`src/rtl/adder_op_driver.sv`:
```
`default_nettype none
// ============================================================================
// Module  : adder_op_driver
// Brief   : Operand-pair initiator for the half-rate adder responder. Drives
//           NUM_OPS operand pairs, holds each for SETTLE cycles, then checks
//           the returned sum and keeps saturating pass/fail counts.
//           Optional feature macro: ADDER_DRV_LFSR_EN (LFSR operand source).
// Revision: 1.0 - initial release
// ============================================================================
module adder_op_driver #(
    parameter int OP_W    = 7,
    parameter int NUM_OPS = 16,
    parameter int SETTLE  = 4,
    parameter int CNT_W   = 8,
    localparam int IDX_W  = (NUM_OPS > 1) ? $clog2(NUM_OPS) : 1
) (
    input  logic              clk,
    input  logic              rst,
    input  logic              start,
    input  logic [2*OP_W-1:0] seed,
    output logic [OP_W-1:0]   op_a,
    output logic [OP_W-1:0]   op_b,
    output logic              op_valid,
    input  logic [OP_W:0]     result_in,
    output logic              busy,
    output logic              done,
    output logic [CNT_W-1:0]  pass_cnt,
    output logic [CNT_W-1:0]  fail_cnt,
    output logic              first_fail_valid,
    output logic [IDX_W-1:0]  first_fail_idx
);

    localparam int c_WAIT_W = (SETTLE > 1) ? $clog2(SETTLE) : 1;
    localparam logic [c_WAIT_W-1:0] c_WAIT_INIT = c_WAIT_W'(SETTLE - 1);
    localparam logic [IDX_W-1:0]    c_LAST_IDX  = IDX_W'(NUM_OPS - 1);

    localparam logic [1:0] c_IDLE  = 2'd0;
    localparam logic [1:0] c_WAIT  = 2'd1;
    localparam logic [1:0] c_CHECK = 2'd2;

    logic [1:0]          r_state;
    logic [1:0]          w_state_nxt;
    logic [c_WAIT_W-1:0] r_wait;
    logic [IDX_W-1:0]    r_idx;
    logic [IDX_W-1:0]    w_nxt_idx;
    logic [OP_W-1:0]     r_op_a;
    logic [OP_W-1:0]     r_op_b;
    logic [OP_W-1:0]     w_nxt_a;
    logic [OP_W-1:0]     w_nxt_b;
    logic [OP_W:0]       w_exp;
    logic                w_match;
    logic                w_last;
    logic                r_done;
    logic [CNT_W-1:0]    r_pass;
    logic [CNT_W-1:0]    r_fail;
    logic                r_ff_valid;
    logic [IDX_W-1:0]    r_ff_idx;

    assign w_last    = (r_idx == c_LAST_IDX);
    assign w_nxt_idx = (r_state == c_IDLE) ? '0 : r_idx + 1'b1;
    assign w_exp     = {1'b0, r_op_a} + {1'b0, r_op_b};
    assign w_match   = (result_in == w_exp);

`ifdef ADDER_DRV_LFSR_EN
    // 14-bit Fibonacci LFSR, taps 14,5,3,1; a zero seed would lock it up.
    logic [2*OP_W-1:0] r_lfsr;
    logic [2*OP_W-1:0] w_lfsr_seed;
    logic [2*OP_W-1:0] w_lfsr_step;
    logic [2*OP_W-1:0] w_lfsr_load;

    assign w_lfsr_seed = (seed == '0) ? {{(2*OP_W-1){1'b0}}, 1'b1} : seed;
    assign w_lfsr_step = {r_lfsr[2*OP_W-2:0],
                          r_lfsr[2*OP_W-1] ^ r_lfsr[4] ^ r_lfsr[2] ^ r_lfsr[0]};
    assign w_lfsr_load = (r_state == c_IDLE) ? w_lfsr_seed : w_lfsr_step;
    assign w_nxt_a     = w_lfsr_load[2*OP_W-1:OP_W];
    assign w_nxt_b     = w_lfsr_load[OP_W-1:0];

    always_ff @(posedge clk or posedge rst) begin
        if (rst) begin
            r_lfsr <= '0;
        end else if ((r_state == c_IDLE && start) || r_state == c_CHECK) begin
            r_lfsr <= w_lfsr_load;
        end
    end
`else
    logic w_unused_seed;

    assign w_unused_seed = ^seed;
    assign w_nxt_a       = OP_W'(w_nxt_idx);
    assign w_nxt_b       = {w_nxt_a[OP_W-2:0], w_nxt_a[OP_W-1]};
`endif

    always_comb begin
        w_state_nxt = r_state;
        case (r_state)
            c_IDLE:  if (start) w_state_nxt = c_WAIT;
            c_WAIT:  if (r_wait == '0) w_state_nxt = c_CHECK;
            c_CHECK: w_state_nxt = w_last ? c_IDLE : c_WAIT;
            default: w_state_nxt = c_IDLE;
        endcase
    end

    always_ff @(posedge clk or posedge rst) begin
        if (rst) begin
            r_state <= c_IDLE;
        end else begin
            r_state <= w_state_nxt;
        end
    end

    always_ff @(posedge clk or posedge rst) begin
        if (rst) begin
            r_wait     <= '0;
            r_idx      <= '0;
            r_op_a     <= '0;
            r_op_b     <= '0;
            r_done     <= 1'b0;
            r_pass     <= '0;
            r_fail     <= '0;
            r_ff_valid <= 1'b0;
            r_ff_idx   <= '0;
        end else begin
            case (r_state)
                c_IDLE: begin
                    if (start) begin
                        r_pass     <= '0;
                        r_fail     <= '0;
                        r_done     <= 1'b0;
                        r_ff_valid <= 1'b0;
                        r_ff_idx   <= '0;
                        r_idx      <= w_nxt_idx;
                        r_op_a     <= w_nxt_a;
                        r_op_b     <= w_nxt_b;
                        r_wait     <= c_WAIT_INIT;
                    end
                end
                c_WAIT: begin
                    if (r_wait != '0) r_wait <= r_wait - 1'b1;
                end
                c_CHECK: begin
                    if (w_match) begin
                        if (~&r_pass) r_pass <= r_pass + 1'b1;
                    end else begin
                        if (~&r_fail) r_fail <= r_fail + 1'b1;
                        if (!r_ff_valid) begin
                            r_ff_valid <= 1'b1;
                            r_ff_idx   <= r_idx;
                        end
                    end
                    if (w_last) begin
                        r_done <= 1'b1;
                    end else begin
                        r_idx  <= w_nxt_idx;
                        r_op_a <= w_nxt_a;
                        r_op_b <= w_nxt_b;
                        r_wait <= c_WAIT_INIT;
                    end
                end
                default: ;
            endcase
        end
    end

    assign busy             = (r_state != c_IDLE);
    assign op_valid         = busy;
    assign op_a             = r_op_a;
    assign op_b             = r_op_b;
    assign done             = r_done;
    assign pass_cnt         = r_pass;
    assign fail_cnt         = r_fail;
    assign first_fail_valid = r_ff_valid;
    assign first_fail_idx   = r_ff_idx;

endmodule
`default_nettype wire

```
`config.mk`:
```
export PLATFORM = sky130hd
export DESIGN_NAME = adder_op_driver
export DESIGN_NICKNAME = d
export VERILOG_FILES = /design/src/rtl/adder_op_driver.sv
export SDC_FILE = /design/constraint.sdc
export NUM_CORES = 1
export LEC_CHECK = 0
export BUFFER_PORTS_ARGS = -buffer_cell sky130_fd_sc_hd__buf_2
export CAP_MARGIN = 40
export CELL_PAD_IN_SITES_DETAIL_PLACEMENT = 1
export CELL_PAD_IN_SITES_GLOBAL_PLACEMENT = 2
export CORE_UTILIZATION = 25
export DETAILED_ROUTE_END_ITERATION = 10
export GPL_TIMING_DRIVEN = 0
export HOLD_SLACK_MARGIN = 0.15
export PLACE_DENSITY = 0.76
export RECOVER_POWER = 50
export SLEW_MARGIN = 40
export SYNTH_ARGS = -nofsm -noshare
export SYNTH_HDL_FRONTEND = slang
export SYNTH_SLANG_ARGS = --single-unit
export TNS_END_PERCENT = 20
```
`constraint.sdc`:
```
create_clock -name clk -period 4.6 [get_ports clk]
set_input_delay 0 -clock clk [delete_from_list [all_inputs] [get_ports clk]]
set_output_delay 0 -clock clk [all_outputs]
set_load 0.01 [all_outputs]
```
==> results of run 1 <==
[layer usage]
metal  vias to the layer above  GRT usage (%)  routed length (um)  share of wire [%]
li1                        828              -                   -                  -
met1                       826          16.56                2298                 46
met2                        24          23.99                2448                 49
met3                         5          3.172                 178                3.6
met4                         0          5.279                  63                1.3
met5                         -              0                   0                  0
[kinds of logic after synthesis]
group,count (synthesis),share of synthesized area [%]
simple gates,76,21.29
other cells,1,0.1987
fa+ha+maj,8,5.703
mux,2,1.194
buf+inv,27,8.753
compound gates,56,19.83
xor+xnor,7,3.249
flops,30,39.79
[registers in the layout (all words and copies together) (netlist names)]
| name | cells |
|---|---|
| fail_cnt | 8 |
| pass_cnt | 8 |
| first_fail_idx | 4 |
| op_b | 4 |
| r_state | 2 |
| r_wait | 2 |
| done | 1 |
| first_fail_valid | 1 |
[worst min-delay path, delay by kind of cell]
kind	cells	cell delay [ps]
XOR/XNOR	1	160
AND/OR/NAND/NOR	2	140
AO/OA/AOI/OAI	1	70
buffers and inverters	1	90
[cell usage after synthesis, types with 2 or more instances]
| cell | n |
|---|---|
| sky130_fd_sc_hd__a32o_1 | 2 |
| sky130_fd_sc_hd__or3_1 | 2 |
| sky130_fd_sc_hd__buf_6 | 2 |
| sky130_fd_sc_hd__a21oi_1 | 7 |
| sky130_fd_sc_hd__a21boi_1 | 2 |
| sky130_fd_sc_hd__dfrtp_1 | 30 |
| sky130_fd_sc_hd__a211o_1 | 2 |
| sky130_fd_sc_hd__and3b_1 | 2 |
| sky130_fd_sc_hd__clkbuf_1 | 4 |
| sky130_fd_sc_hd__xnor2_1 | 6 |
| sky130_fd_sc_hd__inv_1 | 8 |
| sky130_fd_sc_hd__buf_4 | 12 |
| sky130_fd_sc_hd__nor3_1 | 2 |
| sky130_fd_sc_hd__nand3_1 | 11 |
| sky130_fd_sc_hd__nand2b_1 | 2 |
| sky130_fd_sc_hd__nand2_1 | 19 |
| sky130_fd_sc_hd__mux2_2 | 2 |
| sky130_fd_sc_hd__or2_1 | 2 |
| sky130_fd_sc_hd__ha_1 | 7 |
| sky130_fd_sc_hd__and3_1 | 6 |
| sky130_fd_sc_hd__o31ai_1 | 9 |
| sky130_fd_sc_hd__nor3b_1 | 2 |
| sky130_fd_sc_hd__o21ai_0 | 17 |
| sky130_fd_sc_hd__a22o_1 | 8 |
| sky130_fd_sc_hd__o21ai_1 | 4 |
| sky130_fd_sc_hd__nor2_1 | 17 |
[layout make-up]
class,instances,area (sq um),area share (%)
clock buffers,7,86.33,3.712
well taps,99,123.9,5.325
clock inverters,1,5.005,0.2152
inverters,8,30.03,1.291
multi-input cells,155,989.7,42.55
flip-flops and latches,30,750.7,32.28
repair buffers,44,205.2,8.822
plain buffers,19,135.1,5.810
[repair_timing]
action,CTS,global route
setup endpoints to repair,0,0
endpoints found under the hold margin,31,0
hold buffers,2,0
resized for setup,0,0
[how the worst max path moves through the flow]
| stage | endpoint | slack [ps] | depth (start not counted) |
|---|---|---|---|
| final | fail_cnt[6]$_DFFE_PP0P_ | 1600 | 10 |
| after global routing | fail_cnt[6]$_DFFE_PP0P_ | 1440 | 10 |
| after CTS | fail_cnt[6]$_DFFE_PP0P_ | 1580 | 10 |
| after detailed placement | fail_cnt[6]$_DFFE_PP0P_ | 1590 | 10 |
| after global placement | fail_cnt[6]$_DFFE_PP0P_ | 1570 | 10 |
| after floorplan | fail_cnt[6]$_DFFE_PP0P_ | 1730 | 10 |
[per-stage QoR]
stage                     hold slack, ps  power [mW]  worst slack, ps
after floorplan                    90.81      0.3145             1732
after global placement             334.4      0.3318             1574
after detailed placement           139.5      0.3336             1591
after CTS                          219.4      0.5609             1578
after global routing               269.0      0.5781             1436
final                              228.3      0.5492             1599
[report_power, final]
group          switching [mW]  leakage (nW)  internal [mW]
registers             0.00783         0.361          0.271
clock network           0.102        0.0482          0.121
logic                  0.0266         0.623         0.0217
total                   0.136          1.03          0.413
==> impl_metrics.csv, run 1 <==
group,metric,value,unit
timing,timing_worst_slew_pin_value,1174,ps
min_path,worst_hold_path_type,"in -> reg",
clocking,cts_sinks,30,
floorplan,dieHeight,88.88,um
synthesis,portion_of_synthesized_cell_area_occupied_by_the_leading_cell_type,39.79,%
finish,layout.filler_cells,918,
global_route,global_route.usage.total,13.81,%
floorplan,core-area,7292,sq um
finish,antenna-diode-count,0,
clocking,ctsLongestPathBuffers,2,
finish,drive_gt1_share,19.70,%
clocking,cts_htree_levels,2,
clocking,cts_tree,"built",
detailed_routing,drt_initial_violations,43,
global_route,global_route.overflow_total,0,
worst_setup_path,endpoint_kind,"flop",
global_route,largest_net_degree_at_the_start_of_global_routing,31,
worst_setup_path,cp_cell_sequence,"inv_1 > ha_1 > and3b_1 > or4_4 > and2_4 > and3_1 > buf_6 > or2_1 > buf_6 > a221o_1",
synthesis,async_set_or_reset_flop_fraction_in_the_synthesized_netlist,100.0,%
worst_setup_path,cp_max_fo,8,
global_route,grt_first_pass_wirelength,8.197,mm
timing,setup-violations-final,0,
placement,dp_cells,353,
placement,buffer_ports.inserted,42,
detailed_routing,drc,0,
floorplan,die_area,7899,sq um
timing,drv_slew,0,
synthesis,netlist_instances,207,
min_path,whs_endpoint,"pass_cnt[3]$_DFFE_PP0P_",
clocking,cts_made_buffers,5,
timing,finalHoldViolations,0,
synthesis,mappedNetlistArea,1887,sq um
finish,area_delta_synth_final,23.28,%
power_and_ir_drop,cellPowerDensity,236.1,nW/um^2
floorplan,num_ports,63,
timing,fmax,333.2,MHz
floorplan,die_width,88.88,um
finish,final_net_count,296,
synthesis,synth_area_leader_cell,"sky130_fd_sc_hd__dfrtp_1",
finish,layout.cells.most_common_list,"sky130_fd_sc_hd__dfrtp_1 (30), sky130_fd_sc_hd__clkbuf_1 (25), sky130_fd_sc_hd__buf_2 (22)",
worst_setup_path,cp_data_arrival_time,3170,ps
floorplan,starting_utilization_of_the_core_area,25.88,%
finish,layout.core_utilization,31.90,%
job,maxCapViolCount,0,
timing,final.min_clock_period,3001,ps
placement,dpl.hpwl,3.672,mm
global_route,antenna_found_initial,0,
finish,layout.cells.most_common,"sky130_fd_sc_hd__dfrtp_1",
min_path,worstHoldStart,"result_in[5]",
synthesis,yosys_warn_count,0,
worst_setup_path,timing.critical_path.from_type,"flop",
synthesis,yosys_cell_types,46,
detailed_routing,drt-wirelength-per-cell,13.74,um
detailed_routing,routed_via_density,4.636,
clocking,clk_pin_slew,70,ps
timing,max_slew_margin,21.67,%
power_and_ir_drop,static-leakage-power,1.032,nW
placement,detailed_place.area,2240,sq um
worst_setup_path,kind_of_cell_with_the_highest_combined_delay_on_the_critical_path,"simple AND/OR/NAND/NOR gates",
finish,finalInstanceArea,2326,sq um
detailed_routing,via_count,1683,
clocking,postCtsSetupRepairBufs,0,
timing,setup-tns-final,0,ps
worst_setup_path,timing.critical_path.slowest_cell_delay,530,ps
synthesis,postSynthRegisterBits,30,
worst_setup_path,critical_path.reg2reg.endpoint,"fail_cnt[6]$_DFFE_PP0P_",
finish,layoutNonFillerInstCount,363,
synthesis,synth-seq-area-share,39.79,%
worst_setup_path,timing.critical_path.from,"op_b[3]$_DFFE_PP0P_",
power_and_ir_drop,worst_ir_drop_vdd,0.00007137,V
worst_setup_path,cp.required,4770,ps
clocking,root_buffer,"sky130_fd_sc_hd__clkbuf_8",
worst_setup_path,regToRegSetupSlack,1600,ps
worst_setup_path,cpMostUsedCell,"sky130_fd_sc_hd__buf_6",
worst_setup_path,worst-path-buf-inv,3,
floorplan,fp-row-count,31,
synthesis,synth_flop_cell,"sky130_fd_sc_hd__dfrtp_1",
clocking,worstSkewPairLatency,280,ps
worst_setup_path,r2r_start,"op_b[3]$_DFFE_PP0P_",
synthesis,yosys-top-cells-area,"sky130_fd_sc_hd__dfrtp_1 (40%), sky130_fd_sc_hd__buf_4 (4.8%), sky130_fd_sc_hd__ha_1 (4.6%)",
timing,clk_skew,5.612,ps
min_path,timing.hold.worst_path_depth,5,
timing,rsz_0062_raised_after_global_routing,"no",
detailed_routing,drt_first_pass_iters,4,
synthesis,synth_edf_count,0,
detailed_routing,drtAntennaViolNets,0,
detailed_routing,wl,4.989,mm
outcome,status,"completed",
worst_setup_path,r2r.worst_path.cells,10,
synthesis,syn_area_per_cell,9.115,sq um
worst_setup_path,setup.worst_path.class,"reg -> reg",
placement,gp_congestion,0.7529,
global_route,number_of_global_route_vias_before_repair,1675,
worst_setup_path,critical_path.slowest_cell,"sky130_fd_sc_hd__or4_4",
timing,final.period_utilization,65.25,%
(Power assumes the default switching activity.)
==> run 2: changes to the inputs <==
--- a/config.mk
+++ b/config.mk
@@ -13,7 +13,7 @@
 export DETAILED_ROUTE_END_ITERATION = 10
 export GPL_TIMING_DRIVEN = 0
 export HOLD_SLACK_MARGIN = 0.15
-export PLACE_DENSITY = 0.76
+export PLACE_DENSITY = 0.78
 export RECOVER_POWER = 50
 export SLEW_MARGIN = 40
 export SYNTH_ARGS = -nofsm -noshare
==> constraint.sdc (replaced) <==
create_clock -name clk -period 2.5 [get_ports clk]
set_input_delay 0 -clock clk [delete_from_list [all_inputs] [get_ports clk]]
set_output_delay 0 -clock clk [all_outputs]
set_load 0.01 [all_outputs]
==> impl_metrics.csv, run 2 (synthesized netlist as in run 1, its figures left out) <==
group,metric,value,unit
worst_setup_path,cp_cell_sequence,"inv_2 > ha_4 > and2b_4 > or4_4 > and2_4 > and3_4 > or2_4 > a221o_1",
global_route,antenna_found_initial,0,
detailed_routing,drc,0,
worst_setup_path,timing.critical_path.from_type,"flop",
floorplan,dieHeight,88.88,um
finish,antenna-diode-count,0,
worst_setup_path,setup.worst_path.class,"reg -> reg",
detailed_routing,wl,5.246,mm
placement,buffer_ports.inserted,42,
worst_setup_path,cp_max_fo,6,
floorplan,fp-row-count,31,
finish,area_delta_synth_final,36.47,%
min_path,timing.hold.worst_path_depth,6,
worst_setup_path,critical_path.reg2reg.endpoint,"fail_cnt[6]$_DFFE_PP0P_",
global_route,number_of_global_route_vias_before_repair,1705,
timing,max_slew_margin,19.94,%
power_and_ir_drop,power.internal,0.7393,mW
finish,multiInputGateArea,1111,sq um
placement,gp_congestion,0.7064,
detailed_routing,drt_initial_violations,53,
timing,setup-violations-final,0,
global_route,global_route.overflow_total,0,
timing,fmax,401.5,MHz
outcome,status,"completed",
power_and_ir_drop,cellPowerDensity,389.5,nW/um^2
power_and_ir_drop,pwr-share-comb,10.4,%
finish,layout.filler_cells,878,
global_route,largest_net_degree_at_the_start_of_global_routing,31,
clocking,cts_made_buffers,5,
power_and_ir_drop,sequentialPowerShare,51.3,%
timing,final.min_clock_period,2491,ps
power_and_ir_drop,worst_ir_drop_vdd,0.0001430,V
floorplan,die_width,88.88,um
timing,final.period_utilization,99.63,%
placement,dpl.hpwl,3.598,mm
min_path,worst_hold_path_type,"in -> reg",
worst_setup_path,worst-path-buf-inv,1,
worst_setup_path,cp.required,2670,ps
timing,setup-tns-final,0,ps
clocking,worstSkewPairLatency,290,ps
worst_setup_path,critical_path.slowest_cell,"sky130_fd_sc_hd__or4_4",
worst_setup_path,r2r.worst_path.cells,8,
finish,final_net_count,312,
power_and_ir_drop,net-switching-power,0.2635,mW
worst_setup_path,timing.critical_path.slowest_cell_delay,520,ps
timing,finalHoldViolations,0,
worst_setup_path,cp_data_arrival_time,2660,ps
timing,timing_worst_slew_pin_value,1200,ps
worst_setup_path,regToRegSetupSlack,9,ps
detailed_routing,routed_via_density,4.752,
detailed_routing,via_count,1801,
power_and_ir_drop,power_frac_clock,38.3,%
clocking,ctsLongestPathBuffers,2,
detailed_routing,drt_first_pass_iters,4,
finish,area.sequential,755.7,sq um
worst_setup_path,kind_of_cell_with_the_highest_combined_delay_on_the_critical_path,"simple AND/OR/NAND/NOR gates",
worst_setup_path,endpoint_kind,"flop",
global_route,grt_first_pass_wirelength,8.487,mm
floorplan,num_ports,63,
finish,drive_gt1_share,31.07,%
finish,layout.cells.most_common,"sky130_fd_sc_hd__buf_4",
timing,rsz_0062_raised_after_global_routing,"yes",
timing,drv_slew,0,
placement,detailed_place.area,2262,sq um
detailed_routing,drtAntennaViolNets,0,
detailed_routing,drt-wirelength-per-cell,13.84,um
min_path,whs_endpoint,"pass_cnt[4]$_DFFE_PP0P_",
worst_setup_path,r2r_start,"op_b[3]$_DFFE_PP0P_",
job,maxCapViolCount,0,
finish,layout.cells.most_common_list,"sky130_fd_sc_hd__buf_4 (27), sky130_fd_sc_hd__clkbuf_1 (26), sky130_fd_sc_hd__dfrtp_1 (26)",
power_and_ir_drop,power.total,1.003,mW
clocking,cts_sinks,30,
clocking,cts_tree,"built",
clocking,root_buffer,"sky130_fd_sc_hd__clkbuf_8",
floorplan,die_area,7899,sq um
power_and_ir_drop,static-leakage-power,1.124,nW
clocking,cts_htree_levels,2,
global_route,global_route.usage.total,14.19,%
timing,clk_skew,6.142,ps
finish,finalInstanceArea,2575,sq um
power_and_ir_drop,sw_frac_of_total,26.27,%
clocking,clk_pin_slew,70,ps
floorplan,starting_utilization_of_the_core_area,25.88,%
min_path,worstHoldStart,"result_in[6]",
floorplan,core-area,7292,sq um
[run 2: cell types whose count changed in the layout (fill, tap and decap cells not counted), moves of 2 or more]
cell and change:
sky130_fd_sc_hd__a21boi_1 -2, sky130_fd_sc_hd__a21oi_1 -2, sky130_fd_sc_hd__a21oi_2 +2, sky130_fd_sc_hd__buf_4 +15
sky130_fd_sc_hd__dfrtp_1 -4, sky130_fd_sc_hd__dfrtp_2 +4, sky130_fd_sc_hd__ha_1 -2, sky130_fd_sc_hd__ha_4 +2
sky130_fd_sc_hd__o31ai_1 -5, sky130_fd_sc_hd__o31ai_4 +4
[run 2: what timing repair did]
action                                  CTS  global route
gates resized for setup                  12            10
setup buffers                            15             3
endpoints found under the hold margin    31             0
endpoints found under the setup margin   20            18
pin swaps                                11             7
hold buffers                              2             0
[run 2: layer usage]
layer	global-route usage (%)	share of wire, %
met5	0	0
met3	3.638	3.1
met1	17.54	47
met4	4.692	1.2
met2	24.06	49
[run 2: final cells by class]
class                   instances  area share (%)
clock buffers                   6           2.818
well taps                      99           4.811
clock inverters                 2          0.3887
repair buffers                 62           13.95
inverters                       8           1.166
flip-flops and latches         30           29.35
multi-input cells             155           43.15
plain buffers                  17           4.373
[run 2: worst max-delay path by stage]
stage | start | depth (start not counted) | to
floorplan | op_b[3]$_DFFE_PP0P_ | 10 | fail_cnt[6]$_DFFE_PP0P_
global placement | op_b[2]$_DFFE_PP0P_ | 10 | fail_cnt[2]$_DFFE_PP0P_
detailed placement | op_b[1]$_DFFE_PP0P_ | 9 | fail_cnt[0]$_DFFE_PP0P_
CTS | op_b[3]$_DFFE_PP0P_ | 9 | fail_cnt[6]$_DFFE_PP0P_
global route | op_b[2]$_DFFE_PP0P_ | 9 | fail_cnt[6]$_DFFE_PP0P_
finish | op_b[3]$_DFFE_PP0P_ | 8 | fail_cnt[6]$_DFFE_PP0P_
[run 2: worst register-to-register path: stages, from the launching register on]
cell and delay [ps]:
sky130_fd_sc_hd__dfrtp_2 440, sky130_fd_sc_hd__inv_2 70, sky130_fd_sc_hd__ha_4 270, sky130_fd_sc_hd__and2b_4 180, sky130_fd_sc_hd__or4_4 520, sky130_fd_sc_hd__and2_4 180
sky130_fd_sc_hd__and3_4 150, sky130_fd_sc_hd__or2_4 250, sky130_fd_sc_hd__a221o_1 320
[run 2: per-stage QoR]
stage                     util, %  hold slack, ps  worst slack, ps  std cells
after floorplan                 -           90.67           -138.6        212
after global placement      31.02           331.4           -324.7        353
after detailed placement    31.02           140.4           -339.5        353
after CTS                   34.75           284.7           -113.0        377
after global routing        35.31           357.9           -129.4        379
final                       35.31           325.8            9.298        379
[run 2: power groups by stage]
stage / combinational (mW) / clock (mW) / sequential, mW
after floorplan: 0.0546 / 0 / 0.524
after global placement: 0.0900 / 0 / 0.521
after detailed placement: 0.0915 / 0 / 0.522
after CTS: 0.105 / 0.403 / 0.513
after global routing: 0.117 / 0.414 / 0.516
final: 0.104 / 0.384 / 0.515
==> run 3: changes to the inputs <==
--- a/config.mk
+++ b/config.mk
@@ -13,7 +13,7 @@
 export DETAILED_ROUTE_END_ITERATION = 10
 export GPL_TIMING_DRIVEN = 0
 export HOLD_SLACK_MARGIN = 0.15
-export PLACE_DENSITY = 0.78
+export PLACE_DENSITY = 0.76
 export RECOVER_POWER = 50
 export SLEW_MARGIN = 40
 export SYNTH_ARGS = -nofsm -noshare
==> constraint.sdc (replaced) <==
create_clock -name clk -period 2.9 [get_ports clk]
set_input_delay 0 -clock clk [delete_from_list [all_inputs] [get_ports clk]]
set_output_delay 0 -clock clk [all_outputs]
set_load 0.01 [all_outputs]
==> impl_metrics.csv, run 3 (synthesized netlist as in run 1, its figures left out) <==
group,metric,value,unit
floorplan,starting_utilization_of_the_core_area,25.88,%
timing,final.min_clock_period,2795,ps
detailed_routing,wl,5.090,mm
global_route,largest_net_degree_at_the_start_of_global_routing,31,
timing,fin_ws,104.6,ps
detailed_routing,drc,0,
detailed_routing,drtAntennaViolNets,0,
outcome,status,"completed",
timing,rsz_0062_raised_after_global_routing,"no",
clocking,cts_tree,"built",
global_route,global_route.overflow_total,0,
placement,place_worst_setup_slack,-108.9,ps
detailed_routing,routed_via_density,4.607,
finish,layoutNonFillerInstCount,369,
timing,clk_skew,6.134,ps
job,maxCapViolCount,0,
worst_setup_path,timing.critical_path.from_type,"flop",
finish,area_delta_synth_final,27.06,%
finish,layout.cells.most_common_list,"sky130_fd_sc_hd__dfrtp_1 (27), sky130_fd_sc_hd__clkbuf_1 (25), sky130_fd_sc_hd__buf_2 (22)",
clocking,worstSkewPairLatency,280,ps
worst_setup_path,path_depth,10,
finish,antenna-diode-count,0,
worst_setup_path,endpoint_kind,"flop",
timing,setup-violations-final,0,
detailed_routing,drt_initial_violations,46,
detailed_routing,drt-wirelength-per-cell,13.79,um
global_route,number_of_global_route_vias_before_repair,1685,
finish,final_net_count,302,
worst_setup_path,setup.worst_path.class,"reg -> reg",
power_and_ir_drop,cellPowerDensity,363.5,nW/um^2
clocking,ctsLongestPathBuffers,2,
min_path,worst_hold_path_type,"in -> reg",
timing,fmax,357.7,MHz
min_path,timing.hold.worst_path_depth,5,
global_route,grt_first_pass_wirelength,8.259,mm
timing,finalHoldViolations,0,
power_and_ir_drop,static-leakage-power,1.053,nW
worst_setup_path,r2r_start,"op_b[3]$_DFFE_PP0P_",
detailed_routing,via_count,1700,
worst_setup_path,cp_data_arrival_time,2970,ps
power_and_ir_drop,worst_ir_drop_vdd,0.0001132,V
placement,dp_cells,353,
worst_setup_path,critical_path.slowest_cell,"sky130_fd_sc_hd__or4_4",
worst_setup_path,cp.required,3070,ps
timing,timing_worst_slew_pin_value,1172,ps
worst_setup_path,timing.critical_path.from,"op_b[3]$_DFFE_PP0P_",
worst_setup_path,cp_cell_sequence,"buf_4 > ha_1 > buf_4 > or4_4 > and2_4 > and3_1 > buf_6 > or2_1 > buf_6 > a221o_1",
clocking,cts_htree_levels,2,
worst_setup_path,r2r.worst_path.cells,10,
global_route,antenna_found_initial,0,
worst_setup_path,kind_of_cell_with_the_highest_combined_delay_on_the_critical_path,"simple AND/OR/NAND/NOR gates",
floorplan,die_area,7899,sq um
worst_setup_path,timing.critical_path.slowest_cell_delay,550,ps
floorplan,die_width,88.88,um
worst_setup_path,cp_max_fo,8,
floorplan,dieHeight,88.88,um
clocking,cts_made_buffers,5,
floorplan,num_ports,63,
clocking,clk_pin_slew,70,ps
global_route,global_route.usage.total,13.89,%
finish,layout.filler_cells,907,
worst_setup_path,worst-path-buf-inv,4,
finish,layout.cells.most_common,"sky130_fd_sc_hd__dfrtp_1",
worst_setup_path,regToRegSetupSlack,100,ps
clocking,cts_sinks,30,
clocking,root_buffer,"sky130_fd_sc_hd__clkbuf_8",
placement,gp_congestion,0.7529,
timing,drv_slew,0,
power_and_ir_drop,power.total,0.8714,mW
floorplan,core-area,7292,sq um
detailed_routing,drt_first_pass_iters,4,
placement,dpl.hpwl,3.672,mm
worst_setup_path,crit_end,"fail_cnt[6]$_DFFE_PP0P_",
finish,drive_gt1_share,24.44,%
placement,buffer_ports.inserted,42,
timing,final.period_utilization,96.39,%
worst_setup_path,critical_path.reg2reg.endpoint,"fail_cnt[6]$_DFFE_PP0P_",
timing,max_slew_margin,21.75,%
floorplan,fp-row-count,31,
run 3: layout make-up:
cell class / count / area (sq um) / area share, %
clock buffer: 7 / 86.33 / 3.601
tap: 99 / 123.9 / 5.167
clock inverter: 1 / 5.005 / 0.2088
inverter: 8 / 30.03 / 1.253
timing repair buffer: 50 / 250.2 / 10.44
sequential: 30 / 754.5 / 31.47
buffer: 19 / 135.1 / 5.637
multi-input combinational: 155 / 1012 / 42.22
run 3: what timing repair did:
| item | CTS | global route |
|---|---|---|
| hold endpoints to repair | 31 | 0 |
| endpoints found under the setup margin | 13 | 19 |
| resized for setup | 5 | 4 |
| hold buffers | 2 | 0 |
| buffers inserted | 0 | 6 |
run 3: how the worst min path moves through the flow:
stage	from	to	slack (ps)
6_report	result_in[5]	pass_cnt[3]$_DFFE_PP0P_	230
5_1_grt	result_in[5]	pass_cnt[5]$_DFFE_PP0P_	270
4_1_cts	result_in[5]	pass_cnt[3]$_DFFE_PP0P_	220
3_5_place_dp	rst	fail_cnt[4]$_DFFE_PP0P_	140
3_3_place_gp	start	done$_DFFE_PP0P_	330
2_1_floorplan	rst	done$_DFFE_PP0P_	90
run 3: metal layers:
layer / share of wire (%) / global-route usage [%]
met1: 47 / 16.79
met2: 49 / 23.99
met3: 3.5 / 3.172
met4: 1.2 / 5.279
met5: 0 / 0
run 3: worst min-delay path, stage by stage:
cell                      delay (ps)
sky130_fd_sc_hd__buf_2            90
sky130_fd_sc_hd__xnor2_1         160
sky130_fd_sc_hd__nor3_4           80
sky130_fd_sc_hd__nand3_1          60
sky130_fd_sc_hd__o21ai_0          70
run 3: stage by stage:
stage | TNS [ps] | cell area (sq um) | util [%] | hold slack (ps)
after floorplan | 0 | 1906 | - | 90.81
after global placement | -224.4 | 2240 | 30.71 | 334.4
after detailed placement | -320.8 | 2240 | 30.71 | 139.5
after CTS | 0 | 2372 | 32.53 | 219.4
after global routing | 0 | 2397 | 32.88 | 268.5
final | 0 | 2397 | 32.88 | 227.9
run 3: where the power goes:
| group | switching [mW] | total (mW) | leakage [nW] | internal, mW |
|---|---|---|---|---|
| Combinational | 0.0423 | 0.0767 | 0.645 | 0.0344 |
| Sequential | 0.0125 | 0.442 | 0.360 | 0.429 |
| Clock | 0.162 | 0.353 | 0.0482 | 0.191 |
| Total | 0.216 | 0.871 | 1.05 | 0.655 |
